$ cat src/rtl/mem_port_arbiter_if.sv
// Request/grant/valid bundle between the core's fetch and load/store ports,
// the shared-memory arbiter and the memory macro.
interface mem_port_arbiter_if #(
  parameter int ADDR_W = 32,
  parameter int DATA_W = 32
);
  logic              ins_req;
  logic [ADDR_W-1:0] ins_addr;
  logic              ins_gnt;
  logic              ins_valid;
  logic [DATA_W-1:0] ins_rdata;

  logic              data_req;
  logic              data_we;
  logic [ADDR_W-1:0] data_addr;
  logic [DATA_W-1:0] data_wdata;
  logic              data_gnt;
  logic              data_valid;
  logic [DATA_W-1:0] data_rdata;

  logic              mem_en;
  logic              mem_we;
  logic [ADDR_W-1:0] mem_addr;
  logic [DATA_W-1:0] mem_wdata;
  logic [DATA_W-1:0] mem_rdata;

  logic              busy;

  // Arbiter view
  modport slave (
    input  ins_req, ins_addr, data_req, data_we, data_addr, data_wdata, mem_rdata,
    output ins_gnt, ins_valid, ins_rdata, data_gnt, data_valid, data_rdata,
    output mem_en, mem_we, mem_addr, mem_wdata, busy
  );

  // Requester / memory-side view
  modport master (
    output ins_req, ins_addr, data_req, data_we, data_addr, data_wdata, mem_rdata,
    input  ins_gnt, ins_valid, ins_rdata, data_gnt, data_valid, data_rdata,
    input  mem_en, mem_we, mem_addr, mem_wdata, busy
  );
endinterface

$ cat src/rtl/mem_port_arbiter.sv
// Fetch/data arbiter for one single-port unified memory, fixed-latency access.
// Define MEM_PORT_ARBITER_RR_EN for round-robin ties; otherwise data beats fetch.
//
// state  | meaning
// S_IDLE | sample requests, latch winner's address/we/wdata
// S_BUSY | memory enabled for WAIT_CYC cycles, rdata captured on the last one
// S_RESP | winner's valid pulse, always back to S_IDLE
module mem_port_arbiter #(
  parameter int ADDR_W   = 32,
  parameter int DATA_W   = 32,
  parameter int WAIT_CYC = 1
) (
  input  logic               clk,
  input  logic               rst,
  mem_port_arbiter_if.slave  bus
);

  typedef enum logic [1:0] {S_IDLE, S_BUSY, S_RESP} state_t;

  localparam logic [3:0] CNT_LOAD = 4'(WAIT_CYC - 1);

  state_t            state_q, state_d;
  logic [3:0]        cnt_q, cnt_d;
  logic              win_data_q, win_data_d;
  logic              pick_data;

  logic              ins_gnt_q, ins_gnt_d;
  logic              ins_valid_q, ins_valid_d;
  logic [DATA_W-1:0] ins_rdata_q, ins_rdata_d;
  logic              data_gnt_q, data_gnt_d;
  logic              data_valid_q, data_valid_d;
  logic [DATA_W-1:0] data_rdata_q, data_rdata_d;
  logic              mem_en_q, mem_en_d;
  logic              mem_we_q, mem_we_d;
  logic [ADDR_W-1:0] mem_addr_q, mem_addr_d;
  logic [DATA_W-1:0] mem_wdata_q, mem_wdata_d;
  logic              busy_q, busy_d;

`ifdef MEM_PORT_ARBITER_RR_EN
  // 1 = data port served last; reset value favours data on the first tie
  logic              last_data_q, last_data_d;
  assign pick_data = bus.data_req & (~bus.ins_req | ~last_data_q);
`else
  assign pick_data = bus.data_req;
`endif

  always_comb begin
    state_d      = state_q;
    cnt_d        = cnt_q;
    win_data_d   = win_data_q;
    ins_gnt_d    = 1'b0;
    ins_valid_d  = 1'b0;
    ins_rdata_d  = ins_rdata_q;
    data_gnt_d   = 1'b0;
    data_valid_d = 1'b0;
    data_rdata_d = data_rdata_q;
    mem_en_d     = mem_en_q;
    mem_we_d     = mem_we_q;
    mem_addr_d   = mem_addr_q;
    mem_wdata_d  = mem_wdata_q;
`ifdef MEM_PORT_ARBITER_RR_EN
    last_data_d  = last_data_q;
`endif

    case (state_q)
      S_IDLE: begin
        if (bus.ins_req || bus.data_req) begin
          state_d     = S_BUSY;
          cnt_d       = CNT_LOAD;
          win_data_d  = pick_data;
          ins_gnt_d   = ~pick_data;
          data_gnt_d  = pick_data;
          mem_en_d    = 1'b1;
          mem_we_d    = pick_data & bus.data_we;
          mem_addr_d  = pick_data ? bus.data_addr : bus.ins_addr;
          mem_wdata_d = pick_data ? bus.data_wdata : '0;
`ifdef MEM_PORT_ARBITER_RR_EN
          last_data_d = pick_data;
`endif
        end
      end
      S_BUSY: begin
        if (cnt_q == 4'd0) begin
          state_d  = S_RESP;
          mem_en_d = 1'b0;
          mem_we_d = 1'b0;
          if (win_data_q) begin
            data_valid_d = 1'b1;
            // writes leave the data read register untouched
            if (!mem_we_q) data_rdata_d = bus.mem_rdata;
          end else begin
            ins_valid_d = 1'b1;
            ins_rdata_d = bus.mem_rdata;
          end
        end else begin
          cnt_d = cnt_q - 4'd1;
        end
      end
      S_RESP: begin
        state_d = S_IDLE;
      end
      default: begin
        state_d = S_IDLE;
      end
    endcase

    busy_d = (state_d != S_IDLE);
  end

  always_ff @(posedge clk) begin
    if (rst) begin
      state_q      <= S_IDLE;
      cnt_q        <= 4'd0;
      win_data_q   <= 1'b0;
      ins_gnt_q    <= 1'b0;
      ins_valid_q  <= 1'b0;
      ins_rdata_q  <= '0;
      data_gnt_q   <= 1'b0;
      data_valid_q <= 1'b0;
      data_rdata_q <= '0;
      mem_en_q     <= 1'b0;
      mem_we_q     <= 1'b0;
      mem_addr_q   <= '0;
      mem_wdata_q  <= '0;
      busy_q       <= 1'b0;
    end else begin
      state_q      <= state_d;
      cnt_q        <= cnt_d;
      win_data_q   <= win_data_d;
      ins_gnt_q    <= ins_gnt_d;
      ins_valid_q  <= ins_valid_d;
      ins_rdata_q  <= ins_rdata_d;
      data_gnt_q   <= data_gnt_d;
      data_valid_q <= data_valid_d;
      data_rdata_q <= data_rdata_d;
      mem_en_q     <= mem_en_d;
      mem_we_q     <= mem_we_d;
      mem_addr_q   <= mem_addr_d;
      mem_wdata_q  <= mem_wdata_d;
      busy_q       <= busy_d;
    end
  end

`ifdef MEM_PORT_ARBITER_RR_EN
  always_ff @(posedge clk) begin
    if (rst) last_data_q <= 1'b0;
    else     last_data_q <= last_data_d;
  end
`endif

  assign bus.ins_gnt    = ins_gnt_q;
  assign bus.ins_valid  = ins_valid_q;
  assign bus.ins_rdata  = ins_rdata_q;
  assign bus.data_gnt   = data_gnt_q;
  assign bus.data_valid = data_valid_q;
  assign bus.data_rdata = data_rdata_q;
  assign bus.mem_en     = mem_en_q;
  assign bus.mem_we     = mem_we_q;
  assign bus.mem_addr   = mem_addr_q;
  assign bus.mem_wdata  = mem_wdata_q;
  assign bus.busy       = busy_q;

endmodule
$ cat src/flat_wrapper.sv
// flat-port wrapper written by rule: the top's interface ports become plain ports
module mem_port_arbiter_flat 
#(
  parameter int ADDR_W   = 32,
  parameter int DATA_W   = 32,
  parameter int WAIT_CYC = 1
)
  (clk, rst, bus_ins_req, bus_ins_addr, bus_data_req, bus_data_we, bus_data_addr, bus_data_wdata, bus_mem_rdata, bus_ins_gnt, bus_ins_valid, bus_ins_rdata, bus_data_gnt, bus_data_valid, bus_data_rdata, bus_mem_en, bus_mem_we, bus_mem_addr, bus_mem_wdata, bus_busy);
  mem_port_arbiter_if #(.ADDR_W(ADDR_W), .DATA_W(DATA_W)) bus_i ();
  input  logic clk;
  input  logic rst;
  input wire logic [$bits(bus_i.ins_req)-1:0] bus_ins_req;
  input wire logic [$bits(bus_i.ins_addr)-1:0] bus_ins_addr;
  input wire logic [$bits(bus_i.data_req)-1:0] bus_data_req;
  input wire logic [$bits(bus_i.data_we)-1:0] bus_data_we;
  input wire logic [$bits(bus_i.data_addr)-1:0] bus_data_addr;
  input wire logic [$bits(bus_i.data_wdata)-1:0] bus_data_wdata;
  input wire logic [$bits(bus_i.mem_rdata)-1:0] bus_mem_rdata;
  output wire logic [$bits(bus_i.ins_gnt)-1:0] bus_ins_gnt;
  output wire logic [$bits(bus_i.ins_valid)-1:0] bus_ins_valid;
  output wire logic [$bits(bus_i.ins_rdata)-1:0] bus_ins_rdata;
  output wire logic [$bits(bus_i.data_gnt)-1:0] bus_data_gnt;
  output wire logic [$bits(bus_i.data_valid)-1:0] bus_data_valid;
  output wire logic [$bits(bus_i.data_rdata)-1:0] bus_data_rdata;
  output wire logic [$bits(bus_i.mem_en)-1:0] bus_mem_en;
  output wire logic [$bits(bus_i.mem_we)-1:0] bus_mem_we;
  output wire logic [$bits(bus_i.mem_addr)-1:0] bus_mem_addr;
  output wire logic [$bits(bus_i.mem_wdata)-1:0] bus_mem_wdata;
  output wire logic [$bits(bus_i.busy)-1:0] bus_busy;
  assign bus_i.ins_req = bus_ins_req;
  assign bus_i.ins_addr = bus_ins_addr;
  assign bus_i.data_req = bus_data_req;
  assign bus_i.data_we = bus_data_we;
  assign bus_i.data_addr = bus_data_addr;
  assign bus_i.data_wdata = bus_data_wdata;
  assign bus_i.mem_rdata = bus_mem_rdata;
  assign bus_ins_gnt = bus_i.ins_gnt;
  assign bus_ins_valid = bus_i.ins_valid;
  assign bus_ins_rdata = bus_i.ins_rdata;
  assign bus_data_gnt = bus_i.data_gnt;
  assign bus_data_valid = bus_i.data_valid;
  assign bus_data_rdata = bus_i.data_rdata;
  assign bus_mem_en = bus_i.mem_en;
  assign bus_mem_we = bus_i.mem_we;
  assign bus_mem_addr = bus_i.mem_addr;
  assign bus_mem_wdata = bus_i.mem_wdata;
  assign bus_busy = bus_i.busy;
  mem_port_arbiter #(.ADDR_W(ADDR_W), .DATA_W(DATA_W), .WAIT_CYC(WAIT_CYC)) u_core (.clk(clk), .rst(rst), .bus(bus_i));
endmodule
$ cat config.mk
export PLATFORM = sky130hd
export DESIGN_NAME = mem_port_arbiter_flat
export DESIGN_NICKNAME = d
export VERILOG_FILES = /design/src/rtl/mem_port_arbiter_if.sv /design/src/rtl/mem_port_arbiter.sv /design/src/flat_wrapper.sv
export SDC_FILE = /design/constraint.sdc
export NUM_CORES = 1
export LEC_CHECK = 0
export CAP_MARGIN = 10
export CORE_UTILIZATION = 44
export DETAILED_ROUTE_END_ITERATION = 16
export PLACE_DENSITY = 0.9
export SLEW_MARGIN = 20
export SYNTH_ARGS = -nofsm -noshare
export SYNTH_HDL_FRONTEND = slang
export SYNTH_SLANG_ARGS = --single-unit
$ cat constraint.sdc
create_clock -name clk -period 4.3 [get_ports clk]
set_input_delay 0.86 -clock clk [delete_from_list [all_inputs] [get_ports clk]]
set_output_delay 0.86 -clock clk [all_outputs]
set_load 0.02 [all_outputs]
==> metrics.md <==
| Metric | Value |
|---|---|
| Status | `completed` |
| Worst hold start | `u_core.bus.data_rdata[8]` |
| Vias in the first global route | `5241` |
| Pins over their slew limit | `0` |
| N_diodes | `0` |
| Wire length per cell | `17.41 microns` |
| Worst Clk Skew | `0.01505 ns` |
| Synthesized flop and latch total | `142` |
| Clk sinks | `142` |
| Number of placed I/O pins | `268` |
| Initial DRT Pass Iterations | `4` |
| Sum of negative setup slack | `0 ns` |
| Maximum number of pins on one net before global-route repair | `96` |
| CTS clk-pin slew, worst paths | `0.06 ns` |
| Estimated wirelength of the detail-placed design | `11830 microns` |
| Hold WC Path Type | `register to register` |
| Total power per unit cell area | `402.4 mW/mm^2` |
| Post-Route WL | `17200 microns` |
| Total chip power | `3590 uW` |
| P_sw | `958.6 uW` |
| Endpoints failing hold | `0` |
| Clock Tree Buf Depth | `2` |
| Post-cts resize count | `0` |
| Reg2reg end | `u_core.bus.data_rdata[3]` |
| Netlist Area Pre-Place | `0.005613 sq mm` |
| Antenna violations before repair | `0` |
| Netlist cell types | `32` |
| Residual DRC count | `0` |
| # port buffers | `267` |
| Final setup margin | `1.919 ns` |
| CTS tree | `yes` |
| Net count after synthesis | `701` |
| Post-CTS Setup Bufs | `0` |
| Hold Path Depth | `2` |
| Maximum vdd drop | `0.0003091 V` |
| Hold endpoint | `u_core.bus.data_rdata[8]` |
| Internal Power | `2632 uW` |
| Layout cells sized above 1 | `6.585%` |
| Flop pwr share | `40.8%` |
| Max Fclk | `0.4199 GHz` |
| Worst Tran Pin Value | `0.8153 ns` |
| Die height | `114.9 microns` |
| Crit end category | `register` |
| Mapped Cells | `566` |
| Yosys warning total | `0` |
| Fin crit period | `2.381 ns` |
| Placer Congestion | `0.7950` |
| Seq/Total Area, Yosys | `50.65%` |
| Post-DRT Antenna Nets | `0` |
| Clock network power share | `39.9%` |
| Critical path class | `register to register` |
| Clock buffer count from CTS | `17` |
| WP data arrival | `2.70 ns` |
| Core area | `0.01221 sq mm` |
| Die ar. | `0.01321 sq mm` |
| Setup crit start kind | `register` |
| Max-Cap Viols | `0` |
| Vias per cell | `5.343` |
| CTS Hold Bufs | `0` |
| Leak | `0.003266 uW` |
| Root Buffer | `clkbuf_16` |
| Syn_area_per_cell | `9.917 sq um` |
| H-tree levels | `4` |
| Layout net count | `942` |
| Die width | `114.9 microns` |
| Worst skew pair latency | `0.41 ns` |
| FF-to-FF setup slack | `1.92 ns` |
| Gr usage total | `25.56%` |
| Dpl ws | `1.559 ns` |
| Path depth of the worst reg2reg path | `6` |
| RSZ-0062 raised after global routing | `no` |
| Switching Share | `26.70%` |
| Crit share post-route | `55.38%` |
| Global route overflow | `0` |
| Initial DRC Count | `483` |
| Syn-to-layout area delta | `58.94%` |
| First-pass GRT wire length | `26260 microns` |
| Worst Path Required | `4.62 ns` |
| Comb power frac | `19.4%` |
| Crit path max fanout | `39` |
| Vias | `5279` |
| Cell Rows | `40` |
| Final setup viols | `0` |
| Initial Util | `45.96%` |
| Slew headroom | `45.64%` |
| Reg-to-Reg Start | `u_core.cnt_q[0]` |
logic make-up after synthesis:
family / count (synthesis) / synth area share [%]
compound gates: 176 / 19.57
flops: 142 / 50.65
simple gates: 124 / 13.35
mux: 64 / 11.41
buf+inv: 58 / 4.569
fa+ha+maj: 2 / 0.4458
layout by cell type (no fill, tap or decap), types with 2 or more instances in the layout:
cell type	n
clkdlybuf4s50_1	265
dfxtp_1	142
a21oi_1	70
nand2b_1	65
mux2i_1	64
o21ai_0	35
nand3_1	34
a211oi_1	32
a22o_1	32
clkbuf_16	17
buf_4	10
clkinv_2	5
inv_1	4
nor3_1	4
clkinvlp_4	3
clkinv_4	3
nor2_1	2
or2_2	2
nor2_2	2
nor3b_2	2
or4_1	2
a21o_1	2
or3_1	2
o221ai_1	2
nand2_1	2
ha_1	2
bufinv_16	2
power groups by stage:
stage          Combinational [uW]  Clock [uW]  Sequential [uW]
2_1_floorplan                 225           0             1590
5_1_grt                       738        1510             1470
6_report                      695        1430             1460
3_3_place_gp                  672           0             1490
4_1_cts                       696        1450             1460
3_5_place_dp                  691           0             1490
worst max path at each step:
| stage | start | endpoint | slack [ns] | cells past startpoint |
|---|---|---|---|---|
| after floorplan | bus_data_req | u_core.bus.mem_wdata[12] | 2.18 | 5 |
| after global routing | u_core.cnt_q[0] | u_core.bus.data_rdata[3] | 1.82 | 6 |
| after global placement | bus_ins_req | u_core.bus.mem_wdata[0] | 1.66 | 5 |
| after CTS | u_core.cnt_q[0] | u_core.bus.data_rdata[3] | 1.92 | 6 |
| after detailed placement | bus_ins_req | u_core.bus.mem_wdata[21] | 1.56 | 5 |
| final | u_core.cnt_q[0] | u_core.bus.data_rdata[3] | 1.92 | 6 |
registers in the layout, indices dropped and copies added (netlist names):
| signal | count |
|---|---|
| u_core.bus.data_valid | 1 |
| u_core.win_data_q | 1 |
| u_core.cnt_q | 4 |
| u_core.bus.mem_addr | 32 |
| u_core.bus.ins_rdata | 32 |
| u_core.bus.ins_valid | 1 |
| u_core.bus.mem_we | 1 |
| u_core.bus.mem_wdata | 32 |
| u_core.bus.ins_gnt | 1 |
| u_core.bus.mem_en | 1 |
| u_core.bus.data_rdata | 32 |
| u_core.state_q | 2 |
| u_core.bus.busy | 1 |
| u_core.bus.data_gnt | 1 |
layout make-up:
class	count	area, sq um
clock buffer	18	439.2
clock inverter	14	142.6
fill	872	3291
inverter	4	15.01
multi-input combinational	366	2539
sequential	142	2843
tap	168	210.2
timing repair buffer	276	2733
worst max-delay path: stages, from the launching register on:
cell and delay [ns]:
dfxtp_1 0.33, inv_1 0.11, ha_1 0.17, or3b_4 0.58
nor4_4 0.26, buf_4 0.52, mux2i_1 0.29
Yosys cell counts, drive strengths merged:
master  number  share of area [%]
o221ai       2               0.31
clkbuf      42                2.8
nor4         2               0.49
buf         12                1.5
inv          4               0.27
nor2         4               0.27
ha           2               0.45
a311oi       1               0.16
a22o        32                5.0
or3          2               0.22
a211oi      32                4.3
a31oi        1               0.11
o21ai       35                3.1
nand2        2               0.13
mux2i       64                 11
a21oi       71                6.3
nor2b        1               0.11
dfxtp      142                 51
or4          2               0.27
or2          2               0.22
nand2b      65                7.2
nand3       34                3.0
or3b         2               0.36
nor3         4               0.36
nor3b        3               0.49
a21o         2               0.27
nor4b        1               0.16
metrics by stage:
step                utilization (%)  std cells  instance area, sq um  hold WS, ns
floorplan                         -        566                  5613       0.4617
global placement              68.29        956                  8339       0.4589
detailed placement            68.29        956                  8339       0.4657
CTS                           73.05        988                  8921       0.4737
global route                  73.05        988                  8921       0.4891
finish                        73.05        988                  8921       0.4709
routing by layer:
layer | part of all wire, % | routed length, microns | vias up | GRT usage [%]
li1 | - | - | 2526 | -
met1 | 40 | 6857 | 2478 | 29.52
met2 | 50 | 8657 | 242 | 44.26
met3 | 6.8 | 1169 | 33 | 6.800
met4 | 3.0 | 517 | 0 | 11.69
met5 | 0 | 0 | - | 0
(Power assumes the default switching activity.)
